File: config.mk
export PLATFORM = sky130hd
export DESIGN_NAME = bounce_motion_ctrl_flat
export DESIGN_NICKNAME = d
export VERILOG_FILES = /design/src/rtl/bounce_motion_ctrl_if.sv /design/src/rtl/bounce_motion_ctrl.sv /design/src/flat_wrapper.sv
export SDC_FILE = /design/constraint.sdc
export NUM_CORES = 1
export LEC_CHECK = 0
export CORE_ASPECT_RATIO = 0.9
export CORE_MARGIN = 5
export CORE_UTILIZATION = 45
export DETAILED_ROUTE_END_ITERATION = 12
export GPL_TIMING_DRIVEN = 0
export HOLD_SLACK_MARGIN = 0.15
export PLACE_DENSITY = 0.74
export SLEW_MARGIN = 40
export SYNTH_ARGS = -nofsm -noshare
export SYNTH_HDL_FRONTEND = slang
export SYNTH_SLANG_ARGS = --single-unit
File: constraint.sdc
create_clock -name clk -period 4.7 [get_ports clk]
set_input_delay 0.47 -clock clk [delete_from_list [all_inputs] [get_ports clk]]
set_output_delay 0.47 -clock clk [all_outputs]
set_load 0.01 [all_outputs]
File: src/rtl/bounce_motion_ctrl_if.sv
// Control/status bundle between the frame-timing source, the motion engine and the renderer.
// The master drives the per-frame controls, and the slave (the motion engine) returns position and events.
interface bounce_motion_ctrl_if #(
  parameter int STEP_W     = 4,
  parameter int COLOR_BITS = 2
);
  logic                  frame_tick;
  logic                  enable;
  logic [STEP_W-1:0]     step_x;
  logic [STEP_W-1:0]     step_y;
  logic [9:0]            obj_x;
  logic [9:0]            obj_y;
  logic                  dir_right;
  logic                  dir_down;
  logic                  bounce_x;
  logic                  bounce_y;
  logic                  corner_hit;
  logic [COLOR_BITS-1:0] color_idx;

  modport master (
    output frame_tick, enable, step_x, step_y,
    input  obj_x, obj_y, dir_right, dir_down, bounce_x, bounce_y, corner_hit, color_idx
  );

  modport slave (
    input  frame_tick, enable, step_x, step_y,
    output obj_x, obj_y, dir_right, dir_down, bounce_x, bounce_y, corner_hit, color_idx
  );
endinterface

File: src/rtl/bounce_motion_ctrl.sv
// Per-frame motion engine for a bouncing sprite: divides frame ticks, steps the position,
// reflects and clamps it at a padded border, and emits bounce/corner pulses plus a colour index.
module bounce_motion_ctrl #(
  parameter int H_VISIBLE  = 640,
  parameter int V_VISIBLE  = 480,
  parameter int OBJ_W      = 85,
  parameter int OBJ_H      = 50,
  parameter int PAD        = 50,
  parameter int X_INIT     = 50,
  parameter int Y_INIT     = 50,
  parameter int STEP_W     = 4,
  parameter int FRAME_DIV  = 2,
  parameter int COLOR_BITS = 2
) (
  input logic                 clk,
  input logic                 rst_n,
  bounce_motion_ctrl_if.slave bus
);

  localparam logic [10:0] XMIN = 11'(PAD);
  localparam logic [10:0] YMIN = 11'(PAD);
  localparam logic [10:0] XMAX = 11'(H_VISIBLE - PAD - OBJ_W);
  localparam logic [10:0] YMAX = 11'(V_VISIBLE - PAD - OBJ_H);
  localparam int          DIV_W = (FRAME_DIV > 1) ? $clog2(FRAME_DIV) : 1;
  localparam logic [DIV_W-1:0] DIV_LAST = DIV_W'(FRAME_DIV - 1);

  typedef struct packed {
    logic [9:0] pos;
    logic       dir;
    logic       bounce;
  } axis_t;

  logic [9:0]            x_q, y_q;
  logic                  dir_right_q, dir_down_q;
  logic                  bounce_x_q, bounce_y_q, corner_q;
  logic [COLOR_BITS-1:0] color_q;
  logic [DIV_W-1:0]      div_q;
  axis_t                 nx, ny;
  logic                  update;

  // 11-bit arithmetic so pos+step cannot wrap; a zero step leaves the axis untouched.
  function automatic axis_t axis_step(input logic [9:0] pos, input logic fwd,
                                      input logic [10:0] step, input logic [10:0] lo,
                                      input logic [10:0] hi);
    axis_t       r;
    logic [10:0] sum;
    r.pos    = pos;
    r.dir    = fwd;
    r.bounce = 1'b0;
    sum      = {1'b0, pos} + step;
    if (step != '0) begin
      if (fwd) begin
        if (sum >= hi) begin
          r.pos    = 10'(hi);
          r.dir    = 1'b0;
          r.bounce = 1'b1;
        end else begin
          r.pos = 10'(sum);
        end
      end else begin
        if ({1'b0, pos} <= lo + step) begin
          r.pos    = 10'(lo);
          r.dir    = 1'b1;
          r.bounce = 1'b1;
        end else begin
          r.pos = pos - 10'(step);
        end
      end
    end
    return r;
  endfunction

  always_comb begin
    nx     = axis_step(x_q, dir_right_q, 11'(bus.step_x), XMIN, XMAX);
    ny     = axis_step(y_q, dir_down_q,  11'(bus.step_y), YMIN, YMAX);
    update = bus.frame_tick && bus.enable && (div_q == DIV_LAST);
  end

  always_ff @(posedge clk or negedge rst_n) begin
    if (!rst_n) begin
      x_q         <= 10'(X_INIT);
      y_q         <= 10'(Y_INIT);
      dir_right_q <= 1'b1;
      dir_down_q  <= 1'b1;
      bounce_x_q  <= 1'b0;
      bounce_y_q  <= 1'b0;
      corner_q    <= 1'b0;
      color_q     <= '0;
      div_q       <= '0;
    end else begin
      bounce_x_q <= 1'b0;
      bounce_y_q <= 1'b0;
      corner_q   <= 1'b0;
      if (bus.frame_tick && bus.enable) begin
        if (update) div_q <= '0;
        else        div_q <= DIV_W'(div_q + 1'b1);
      end
      if (update) begin
        x_q         <= nx.pos;
        y_q         <= ny.pos;
        dir_right_q <= nx.dir;
        dir_down_q  <= ny.dir;
        bounce_x_q  <= nx.bounce;
        bounce_y_q  <= ny.bounce;
        corner_q    <= nx.bounce & ny.bounce;
        color_q     <= color_q + COLOR_BITS'(nx.bounce | ny.bounce);
      end
    end
  end

  assign bus.obj_x      = x_q;
  assign bus.obj_y      = y_q;
  assign bus.dir_right  = dir_right_q;
  assign bus.dir_down   = dir_down_q;
  assign bus.bounce_x   = bounce_x_q;
  assign bus.bounce_y   = bounce_y_q;
  assign bus.corner_hit = corner_q;
  assign bus.color_idx  = color_q;

endmodule

File: src/flat_wrapper.sv
// flat-port wrapper written by rule: the top's interface ports become plain ports
module bounce_motion_ctrl_flat 
#(
  parameter int H_VISIBLE  = 640,
  parameter int V_VISIBLE  = 480,
  parameter int OBJ_W      = 85,
  parameter int OBJ_H      = 50,
  parameter int PAD        = 50,
  parameter int X_INIT     = 50,
  parameter int Y_INIT     = 50,
  parameter int STEP_W     = 4,
  parameter int FRAME_DIV  = 2,
  parameter int COLOR_BITS = 2
)
  (clk, rst_n, bus_frame_tick, bus_enable, bus_step_x, bus_step_y, bus_obj_x, bus_obj_y, bus_dir_right, bus_dir_down, bus_bounce_x, bus_bounce_y, bus_corner_hit, bus_color_idx);
  bounce_motion_ctrl_if #(.STEP_W(STEP_W), .COLOR_BITS(COLOR_BITS)) bus_i ();
  input logic clk;
  input logic rst_n;
  input wire logic [$bits(bus_i.frame_tick)-1:0] bus_frame_tick;
  input wire logic [$bits(bus_i.enable)-1:0] bus_enable;
  input wire logic [$bits(bus_i.step_x)-1:0] bus_step_x;
  input wire logic [$bits(bus_i.step_y)-1:0] bus_step_y;
  output wire logic [$bits(bus_i.obj_x)-1:0] bus_obj_x;
  output wire logic [$bits(bus_i.obj_y)-1:0] bus_obj_y;
  output wire logic [$bits(bus_i.dir_right)-1:0] bus_dir_right;
  output wire logic [$bits(bus_i.dir_down)-1:0] bus_dir_down;
  output wire logic [$bits(bus_i.bounce_x)-1:0] bus_bounce_x;
  output wire logic [$bits(bus_i.bounce_y)-1:0] bus_bounce_y;
  output wire logic [$bits(bus_i.corner_hit)-1:0] bus_corner_hit;
  output wire logic [$bits(bus_i.color_idx)-1:0] bus_color_idx;
  assign bus_i.frame_tick = bus_frame_tick;
  assign bus_i.enable = bus_enable;
  assign bus_i.step_x = bus_step_x;
  assign bus_i.step_y = bus_step_y;
  assign bus_obj_x = bus_i.obj_x;
  assign bus_obj_y = bus_i.obj_y;
  assign bus_dir_right = bus_i.dir_right;
  assign bus_dir_down = bus_i.dir_down;
  assign bus_bounce_x = bus_i.bounce_x;
  assign bus_bounce_y = bus_i.bounce_y;
  assign bus_corner_hit = bus_i.corner_hit;
  assign bus_color_idx = bus_i.color_idx;
  bounce_motion_ctrl #(.H_VISIBLE(H_VISIBLE), .V_VISIBLE(V_VISIBLE), .OBJ_W(OBJ_W), .OBJ_H(OBJ_H), .PAD(PAD), .X_INIT(X_INIT), .Y_INIT(Y_INIT), .STEP_W(STEP_W), .FRAME_DIV(FRAME_DIV), .COLOR_BITS(COLOR_BITS)) u_core (.clk(clk), .rst_n(rst_n), .bus(bus_i));
endmodule
======== Yosys cells after proc, flatten, opt, wreduce, memory -nomap -nowiden ========
Index checks and enable logic that the tools add are counted.
word-level totals
  register bits after elaboration ......... 28
  output and inout bits ................... 27
operators by class
  add/sub/neg operators ................... 8
  order comparisons ....................... 4
  multiplexer cells ....................... 16
  bitwise operators ....................... 2
  reduce and logical (&&, ||, !) cells .... 6
operators by type and width
  kind                                                                    number
  10-bit 2-to-1 mux                                                       4
  12-bit 2-to-1 mux                                                       2
  10-bit by 4-bit adder with 11-bit output                                2
  11-bit by 9-bit >= comparator with 1-bit output, second input constant  2
  10-bit by 7-bit less-or-equal comparator with 1-bit output              2
  10-bit by 4-bit subtractor with 10-bit output                           2
  6-bit by 4-bit adder with 7-bit output, first input constant            2
  2-bit 2-to-1 mux                                                        4
  4-bit nonzero test                                                      2
  1-bit 2-to-1 mux                                                        6
  2-bit AND reduction                                                     2
  2-bit adder                                                             1
  1-bit logical AND                                                       2
  1-bit adder, second input constant                                      1
  1-bit AND                                                               1
  1-bit bitwise OR                                                        1

======== Depth between registers and ports, before layout ========
Gate-level depths: netlist of run 1.
  depth after elaboration ................. 7
  mapped depth ............................ 13

======== Worst setup path after synthesis of run 1 ========
Ideal clock, no wire load.
  path kind ............................... register -> register
  start ................................... register u_core.x_q[1], in the netlist u_core.bus.obj_x[1]
  end ..................................... register u_core.color_q[0], in the netlist u_core.bus.color_idx[0]
  setup time .............................. 125 ps
  arrival ................................. 3,308 ps
  path slack .............................. 1,268 ps
  stages on the path, launching flop included .. 11
  clock period less this slack ............ 3,432 ps
  cell sequence ........................... dfstp_2 -> inv_1 -> fa_1 -> o21bai_1 -> a21oi_1 -> or4_4 -> a2111oi_4 -> nor2_2 -> o32ai_2 -> ha_1 -> mux2_2
on the way
  cells in the longest elaborated chain, start to end .. 7
  elaborated cells on any way between the ends .. 9
ends and longest elaborated chain
  what                                             line                       source
  from (decl)                                      bounce_motion_ctrl.sv:33   logic [9:0] x_q, y_q;
  from (signal assigned)                           bounce_motion_ctrl.sv:81   x_q <= 10'(X_INIT);
  from (signal assigned)                           bounce_motion_ctrl.sv:99   x_q <= nx.pos;
  10-bit by 4-bit adder with 11-bit output         bounce_motion_ctrl.sv:50   sum = {1'b0, pos} + step;
  11-bit by 9-bit >= comparator with 1-bit output  bounce_motion_ctrl.sv:53   if (sum >= hi) begin
  2-bit 2-to-1 mux                                 bounce_motion_ctrl.sv:53
  12-bit 2-to-1 mux (*)                            bounce_motion_ctrl.sv:52   if (fwd) begin
  1-bit 2-to-1 mux (*)                             bounce_motion_ctrl.sv:51   if (step != '0) begin
  1-bit bitwise OR (*)                             bounce_motion_ctrl.sv:106  color_q <= color_q + COLOR_BITS'(nx.bounce | ny.bounce);
  2-bit adder (*)                                  bounce_motion_ctrl.sv:106
  to (signal assigned)                             bounce_motion_ctrl.sv:106
  to (decl)                                        bounce_motion_ctrl.sv:36   logic [COLOR_BITS-1:0] color_q;
Every way passes the cells marked *; elsewhere a longest branch is shown, timed or not.
A chain may end at the register's enable or synchronous reset.

======== Worst setup path in the final report of run 1 ========
  start ................................... input port bus_step_x[1]
  end ..................................... register u_core.color_q[0], in the netlist u_core.bus.color_idx[0]
on the way
  cells in the longest elaborated chain, start to end .. 7
  elaborated cells on any way between the ends .. 11
ends and longest elaborated chain
  what                                                                                                                           line                                                source
  from (decl)                                                                                                                    flat_wrapper.sv:21                                  input wire logic [$bits(bus_i.step_x)-1:0] bus_step_x;
  10-bit by 4-bit adder with 11-bit output or 6-bit by 4-bit adder with 7-bit output (tied branches)                             bounce_motion_ctrl.sv:50, bounce_motion_ctrl.sv:61
  11-bit by 9-bit >= comparator with 1-bit output or 10-bit by 7-bit less-or-equal comparator with 1-bit output (tied branches)  bounce_motion_ctrl.sv:53, bounce_motion_ctrl.sv:61
  2-bit 2-to-1 mux (on tied branches)                                                                                            bounce_motion_ctrl.sv:53, bounce_motion_ctrl.sv:61
  12-bit 2-to-1 mux                                                                                                              bounce_motion_ctrl.sv:52
  1-bit 2-to-1 mux (*)                                                                                                           bounce_motion_ctrl.sv:51
  1-bit bitwise OR (*)                                                                                                           bounce_motion_ctrl.sv:106
  2-bit adder (*)                                                                                                                bounce_motion_ctrl.sv:106
Marks and branches as above.

==> impl_results.md, run 1 <==
- Status: finished clean
- Die area: 8496 sq um
- Detail-routed net length per standard cell: 16.34 um
- Resized cells post-CTS: 0
- Top cell type's share of synthesized area: 16.47%
- Final hold viol count: 0
- Final setup viols: 0
- Worst setup EP type: register
- Post-synth EDFFs: 0
- R2R Setup Slk: 0.93 ns
- Min-Delay Path Class: in2async
- Combinational Power Share: 69.2%
- Synthesized cell area: 3038 sq um
- Cell internal pwr: 0.001006 W
- Most frequent cells in the layout: clkdlybuf4s50_1 (37), ha_1 (31), nor2_1 (29), inv_1 (27), a21oi_1 (22)
- Via/cell ratio: 5.833
- Max-cap violations: 0
- Unrepaired setup endpoints after global routing: no
- Die Width: 96.61 um
- Commonest non-fill, non-tap cell in the layout: clkdlybuf4s50_1
- Final TNS setup: 0 ns
- Total GRT Usage: 18.85%
- First-pass GRT wire length: 13410 um
- Root Buffer: clkbuf_8
- Synth warn: 0
- Synthesized Nets: 409
- FF-to-FF End: u_core.bus.color_idx[0]
- Growth of design area from synthesis to finish: 18.00%
- Clk_skew: 0.01415 ns
- Switch share: 48.73%
- Starting DRT DRC Count: 240
- DRC: 0
- Vias in the first global route: 2745
- Post-synth ARST share: 100.0%
- Synth area leader: dfrtp_1
- Max FO, Critical Path: 7
- GR Util met1: 27.07%
- FF-to-FF path depth: 10
- Clk network pwr share: 7.0%
- CTS tree: done
- Unique masters post-synth: 74
- CP Launch Type: primary input
- Met2 Use GR: 30.76%
- Htree depth: 1
- Final nets: 452
- Mean post-synth cell area: 8.439 sq um
- Inserted Clock Buffers: 3
- TritonCTS sink count: 28
- Share of post-route cells with drive strength above 1: 11.94%
- Setup CP Type: in2reg
- CORE AREA: 6586 sq um
- Busiest grt layer: met2
- Final cell count without fillers: 492
- Mapped Cells: 360
- Worst Path Required: 4.86 ns
- Worst skew pair latency: 0.28 ns
- Seq pwr share: 23.7%
- Worst-path clk slew: 0.11 ns
- Post-synthesis sequential area ratio: 23.39%
- Starting Density: 46.12%
- VDD IR max: 0.0002307 V
- PD cells: 547.4 nW/um^2
- Port bufs: 38
- Initial antenna violation count: 0
- Least-Margin Pin Slew: 0.8697 ns
- Reg2reg start: u_core.bus.obj_x[1]
- Routed wire length: 8040 um
- Final Max Slew Viols: 0
- Final Cycle Share: 86.07%
- Clk buf depth: 2
- Post-layout minimum cycle time: 4.045 ns
- Die Y: 87.95 um
- Post-CTS Setup Inserts: 0
- FP Rows: 28
- Cells after DPL: 488
- DRT Pass-1 Iters: 5
- # hold bufs at CTS: 0
- Max_slew headroom: 41.38%
- Antenna Cells: 0
- Flops & latches, synth: 28
- GPL Wtd Cong: 0.9213
- Met3 Use GR: 2.309%
- Vias: 2870
- Fmax: 247.2 MHz
- Most frequently used flop master after synthesis: dfrtp_1
- ANT nets after route: 0
- Global route overflow: 0
- Largest net degree at the start of global routing: 29
- Leak: 1.535 nW
- Synth area leaders: dfrtp_1 (16%), ha_1 (13%), dfstp_2 (6.9%), fa_1 (4.0%), a21oi_1 (3.6%)
- Psw: 0.0009563 W
- DP Wirelength: 6313 um
- Critical path arrival: 4.20 ns
- IO Count: 39
[registers in the layout, summed over array words and instances, names as in the netlist]
name	flops
u_core.bus.obj_x	10
u_core.bus.bounce_y	1
u_core.bus.color_idx	2
u_core.bus.dir_right	1
u_core.bus.obj_y	10
u_core.div_q	1
u_core.bus.corner_hit	1
u_core.bus.bounce_x	1
u_core.bus.dir_down	1
[synth_stat cells (4+ instances only)]
cell and count:
dfstp_2 8, nand4_1 5, clkbuf_1 9, nor2_1 29, dfrtp_1 20, or2_2 4, a31oi_1 7, inv_1 27
ha_1 31, a22o_1 4, o21ai_1 8, nor3_1 7, xnor2_1 10, a21o_1 7, nand2b_1 7, o21ai_0 18
a211oi_1 5, nand2_1 20, nand3_1 13, o22ai_1 4, nor4_1 4, a21oi_1 22, fa_1 6, nor2b_1 10
o31ai_1 5
[how the worst max path moves through the flow]
| stage | start | endpoint | depth (start not counted) |
|---|---|---|---|
| final | bus_step_x[1] | u_core.bus.color_idx[0] | 11 |
| after global placement | bus_step_x[1] | u_core.bus.color_idx[0] | 12 |
| after global routing | bus_step_x[1] | u_core.bus.color_idx[0] | 11 |
| after floorplan | u_core.bus.obj_x[1] | u_core.bus.color_idx[0] | 10 |
| after CTS | bus_step_x[1] | u_core.bus.color_idx[0] | 11 |
| after detailed placement | bus_step_x[1] | u_core.bus.color_idx[0] | 11 |
[layout make-up]
| cell class | instances | area (sq um) |
|---|---|---|
| Buffer | 14 | 82.58 |
| Clock buffer | 4 | 45.04 |
| Fill cell | 657 | 3002 |
| Inverter | 29 | 110.1 |
| Multi-Input combinational cell | 289 | 2148 |
| Sequential cell | 28 | 710.7 |
| Tap cell | 90 | 112.6 |
| Timing Repair Buffer | 38 | 375.4 |
[logic make-up after synthesis]
group	synth area share, %
and+or+nand+nor	21.42
AOI/OAI and AO/OA	27.31
buffers and inverters	6.343
adders and majority gates	16.72
DFF	23.39
xor gates and xnor gates	3.748
muxes	1.071
[critical path, cell delays in order]
cell	delay [ns]
clkdlybuf4s50_1	0.65
inv_1	0.16
fa_1	0.49
o21bai_1	0.20
a21oi_1	0.18
or4_4	0.52
a2111oi_4	0.62
nor2_2	0.12
o32ai_2	0.27
ha_1	0.27
mux2_2	0.26
[routing by layer]
metal  share of wire [%]  vias to the layer above
li1                    -                     1402
met1                  51                     1357
met2                  43                      103
met3                 4.7                        8
met4                 1.3                        0
met5                   0                        -
[power by group through the flow]
stage / combinational [W] / clock, W / sequential, W
final: 0.00136 / 0.000138 / 0.000466
after global placement: 0.00130 / 0 / 0.000464
after CTS: 0.00135 / 0.000142 / 0.000463
after global routing: 0.00150 / 0.000154 / 0.000480
after floorplan: 0.000907 / 0 / 0.000470
after detailed placement: 0.00134 / 0 / 0.000468
[per-stage QoR]
stage               setup slack [ns]  hold WS (ns)  area (sq um)  util [%]  power, W
floorplan                      1.268        0.1744          3038         -  0.001377
global placement              0.3666        0.4615          3531     53.61  0.001766
detailed placement            0.4350        0.4775          3540     53.74  0.001806
CTS                           0.7179        0.2323          3585     54.43  0.001950
global route                  0.4878        0.2719          3585     54.43  0.002134
finish                        0.6546        0.2193          3585     54.43  0.001962
Note: power is estimated with default switching activity, not from simulation.
==> run 2: changes to the inputs <==
--- a/config.mk
+++ b/config.mk
@@ -6,5 +6,5 @@
 export NUM_CORES = 1
 export LEC_CHECK = 0
-export CORE_ASPECT_RATIO = 0.9
+export CORE_ASPECT_RATIO = 0.7
 export CORE_MARGIN = 5
 export CORE_UTILIZATION = 45
==> constraint.sdc (replaced) <==
create_clock -name clk -period 4.7 [get_ports clk]
set_input_delay 0.47 -clock clk [delete_from_list [all_inputs] [get_ports clk]]
set_output_delay 0.47 -clock clk [all_outputs]
set_load 0.1 [all_outputs]
==> run 2 against run 1 <==
First-iteration DRC count rose by 13%. Die area rose by 0.29%. Maximum frequency fell by 0.89%. Global-route usage rose by 0.66 points. Highest routed layer unchanged. Sequential share of layout area rose by 0.69 points. Hold slack got worse by 0.035 ns.
==> impl_results.md, run 2 (synthesis results as in run 1) <==
- Status: finished clean
- Inserted Clock Buffers: 3
- Starting Density: 45.60%
- Routed wire length: 7963 um
- DP Wirelength: 6387 um
- TritonCTS sink count: 28
- Worst setup EP type: register
- Post-CTS Setup Inserts: 0
- Critical path arrival: 4.26 ns
- Unrepaired setup endpoints after global routing: no
- Via/cell ratio: 5.871
- Total GRT Usage: 19.51%
- Final nets: 452
- Min-Delay Path Class: in2async
- Clk_skew: 0.007667 ns
- Htree depth: 1
- Worst-path clk slew: 0.10 ns
- Global route overflow: 0
- Post-layout minimum cycle time: 4.082 ns
- Commonest non-fill, non-tap cell in the layout: ha_1
- DRC: 0
- DRT Pass-1 Iters: 7
- Most frequent cells in the layout: ha_1 (31), buf_2 (30), nor2_1 (29), inv_1 (27), a21oi_1 (22)
- Worst Path Required: 4.88 ns
- Final hold viol count: 0
- Starting DRT DRC Count: 271
- CP Launch Type: primary input
- Largest net degree at the start of global routing: 29
- Vias in the first global route: 2671
- Leak: 1.566 nW
- Final TNS setup: 0 ns
- Final Cycle Share: 86.84%
- Die area: 8521 sq um
- Max-cap violations: 0
- Final Max Slew Viols: 0
- Max FO, Critical Path: 7
- Antenna Cells: 0
- GPL Wtd Cong: 0.9438
- CTS tree: done
- ANT nets after route: 0
- Setup CP Type: in2reg
- VDD IR max: 0.0003852 V
- Least-Margin Pin Slew: 0.8070 ns
- Vias: 2912
- Growth of design area from synthesis to finish: 14.04%
- Fillers: 612
- Fmax: 245.0 MHz
- Final setup viols: 0
- Area after DPL: 3403 sq um
- Root Buffer: clkbuf_8
- Final instance area: 3465 sq um
- FP Rows: 25
- Port bufs: 38
- Clk buf depth: 2
- Worst skew pair latency: 0.28 ns
- Resized cells post-CTS: 0
- PD cells: 697.5 nW/um^2
- # hold bufs at CTS: 0
- Initial antenna violation count: 0
- Detail-routed net length per standard cell: 16.05 um
- CORE AREA: 6663 sq um
- Share of post-route cells with drive strength above 1: 18.91%
- Die Width: 108.2 um
- Max_slew headroom: 45.61%
- Die Y: 78.75 um
- First-pass GRT wire length: 13610 um
- IO Count: 39
## run 2: routing by layer
metal	vias up	routed length, um	GRT usage, %
met2	120	3258	27.36
li1	1403	-	-
met5	-	0	0
met1	1380	4042	31.80
met3	9	613	3.249
met4	0	48	1.892
## run 2: worst max-delay path: stages
cell,delay [ns]
clkdlybuf4s50_1,0.55
ha_1,0.22
inv_1,0.06
fa_1,0.45
o21bai_1,0.25
a21oi_1,0.20
or4_4,0.53
a2111oi_4,0.61
nor2_2,0.11
o32ai_2,0.28
ha_1,0.26
mux2_2,0.25
## run 2: layout make-up
type / count / area [sq um] / area share (%)
Clock buffer: 4 / 55.05 / 1.589
Inverter: 29 / 110.1 / 3.178
Sequential cell: 28 / 710.7 / 20.51
Timing Repair Buffer: 38 / 240.2 / 6.934
Multi-Input combinational cell: 289 / 2148 / 62.01
Buffer: 14 / 82.58 / 2.384
Tap cell: 94 / 117.6 / 3.395
## run 2: worst paths after layout
path,startpoint,end,slack (ns),cells after the start
min in group clk,u_core.bus.color_idx[1],u_core.bus.color_idx[1],0.47,1
setup reg to reg,u_core.bus.obj_x[1],u_core.bus.color_idx[0],0.86,10
hold / removal,rst_n,u_core.bus.obj_x[6],0.18,1
setup / recovery,bus_step_x[0],u_core.bus.color_idx[0],0.62,12
hold reg to reg,u_core.bus.color_idx[1],u_core.bus.color_idx[1],0.47,1
max in group asynchronous,rst_n,u_core.div_q,4.10,1
## run 2: where the power goes
group / switching (W) / total [W] / internal, W
Clock: 0.0000797 / 0.000155 / 0.0000753
Sequential: 0.000118 / 0.000456 / 0.000339
Combinational: 0.00127 / 0.00181 / 0.000533
Total: 0.00147 / 0.00242 / 0.000947
## run 2: per-stage QoR
stage	std cells	worst slack, ns	util (%)	total power [W]	hold slack (ns)
floorplan	360	0.7628	-	0.001892	0.1744
detailed placement	492	0.3740	51.08	0.002245	0.4571
finish	496	0.6184	52.00	0.002417	0.1846
CTS	496	0.6767	51.91	0.002406	0.2152
global route	496	0.4670	52.00	0.002594	0.2458
global placement	492	0.4035	53.07	0.002281	0.4654
==> run 3: changes to the inputs <==
==> constraint.sdc (replaced) <==
create_clock -name clk -period 4.7 [get_ports clk]
set_input_delay 0.47 -clock clk [delete_from_list [all_inputs] [get_ports clk]]
set_output_delay 0.47 -clock clk [all_outputs]
set_load 0.01 [all_outputs]
==> run 3 against run 2 <==
Wire length is 1.8% higher. Clock-buffer cell count unchanged. Die area is the same. Register-to-register slack worse by 0.02 ns. Cell area up 3.9%. Utilization up 2.0 points. Largest cell class unchanged.
==> impl_results.md, run 3 (synthesis results as in run 1) <==
- Vias in the first global route: 2648
- First-pass GRT wire length: 13860 um
- Clk buf depth: 2
- Cells after DPL: 492
- FP Rows: 25
- Leak: 1.541 nW
- ANT nets after route: 0
- PD cells: 548.0 nW/um^2
- Post-layout minimum cycle time: 4.111 ns
- Vias: 2888
- Max FO, Critical Path: 7
- Total chip power: 0.001973 W
- Multi-input gate area: 2148 sq um
- Htree depth: 1
- Clk_skew: 0.006653 ns
- VDD IR max: 0.0002406 V
- Post-CTS Setup Inserts: 0
- Worst Path Required: 4.87 ns
- Final Cycle Share: 87.46%
- Critical path arrival: 4.28 ns
- Share of post-route cells with drive strength above 1: 12.19%
- CORE AREA: 6663 sq um
- Starting Density: 45.60%
- Final cell count without fillers: 496
- Final TNS setup: 0 ns
- # hold bufs at CTS: 0
- Growth of design area from synthesis to finish: 18.49%
- Final setup viols: 0
- Worst setup EP type: register
- TritonCTS sink count: 28
- Largest net degree at the start of global routing: 29
- Sequential cell area: 710.7 sq um
- Resized cells post-CTS: 0
- Fillers: 630
- Worst-path clk slew: 0.10 ns
- Final nets: 452
- GPL Wtd Cong: 0.9438
- Global route overflow: 0
- IO Count: 39
- Least-Margin Pin Slew: 0.8402 ns
- Total GRT Usage: 19.83%
- DRC: 0
- Die Y: 78.75 um
- Area after DPL: 3538 sq um
- Via/cell ratio: 5.823
- Status: finished clean
- Setup CP Type: in2reg
- Routed wire length: 8105 um
- CTS tree: done
- DRT Pass-1 Iters: 5
- WHS: 0.2087 ns
- Antenna Cells: 0
- Root Buffer: clkbuf_8
- Final Max Slew Viols: 0
- Die area: 8521 sq um
- Commonest non-fill, non-tap cell in the layout: clkdlybuf4s50_1
- Fmax: 243.3 MHz
- Detail-routed net length per standard cell: 16.34 um
- Most frequent cells in the layout: clkdlybuf4s50_1 (37), ha_1 (31), nor2_1 (29), inv_1 (27), a21oi_1 (22)
- Die Width: 108.2 um
- Starting DRT DRC Count: 219
- Max_slew headroom: 43.56%
- Min-Delay Path Class: in2async
- Final hold viol count: 0
- DP Wirelength: 6492 um
- CP Launch Type: primary input
- Port bufs: 38
- Final instance area: 3600 sq um
- Unrepaired setup endpoints after global routing: no
- Initial antenna violation count: 0
- Worst skew pair latency: 0.28 ns
- Max-cap violations: 0
- Inserted Clock Buffers: 3
[run 3: critical path, stage by stage]
cell	delay, ns
clkdlybuf4s50_1	0.55
ha_1	0.22
inv_1	0.06
fa_1	0.46
o21bai_1	0.25
a21oi_1	0.19
or4_4	0.53
a2111oi_4	0.62
nor2_2	0.11
o32ai_2	0.28
ha_1	0.26
mux2_2	0.25
[run 3: through the flow]
| stage | setup WS [ns] | utilization (%) |
|---|---|---|
| 6_report | 0.5893 | 54.03 |
| 5_1_grt | 0.4551 | 54.03 |
| 3_5_place_dp | 0.3582 | 53.11 |
| 2_1_floorplan | 1.268 | - |
| 3_3_place_gp | 0.4035 | 53.07 |
| 4_1_cts | 0.6513 | 53.93 |
[run 3: routing by layer]
| metal | share of wire, % | global-route usage (%) |
|---|---|---|
| met5 | 0 | 0 |
| met4 | 0.44 | 1.261 |
| met3 | 7.2 | 3.006 |
| met2 | 43 | 28.23 |
| met1 | 50 | 32.41 |
[run 3: report_power, final]
part	total (W)	internal, W	switching [W]	leakage (nW)
Clock	0.000150	0.0000750	0.0000746	0.0288
Sequential	0.000460	0.000339	0.000121	0.343
Combinational	0.00136	0.000606	0.000757	1.17
Total	0.00197	0.00102	0.000953	1.54
[run 3: final timing paths]
path                                          from                 endpoint  slack (ns)  depth (start not counted)
max                                  bus_step_x[0]  u_core.bus.color_idx[0]        0.59                         12
min reg2reg                u_core.bus.color_idx[1]  u_core.bus.color_idx[1]        0.49                          1
min in group clk           u_core.bus.color_idx[1]  u_core.bus.color_idx[1]        0.49                          1
max reg2reg                    u_core.bus.obj_x[1]  u_core.bus.color_idx[0]        0.84                         10
min                                          rst_n      u_core.bus.obj_x[8]        0.21                          1
max in group asynchronous                    rst_n      u_core.bus.obj_y[3]        4.07                          1
[run 3: area by class of cell]
type / count / share of cell area, %
clock buffers: 4 / 1.529
multi-input cells: 289 / 59.68
flip-flops and latches: 28 / 19.74
plain buffers: 14 / 2.294
inverters: 29 / 3.059
repair buffers: 38 / 10.43
well taps: 94 / 3.267
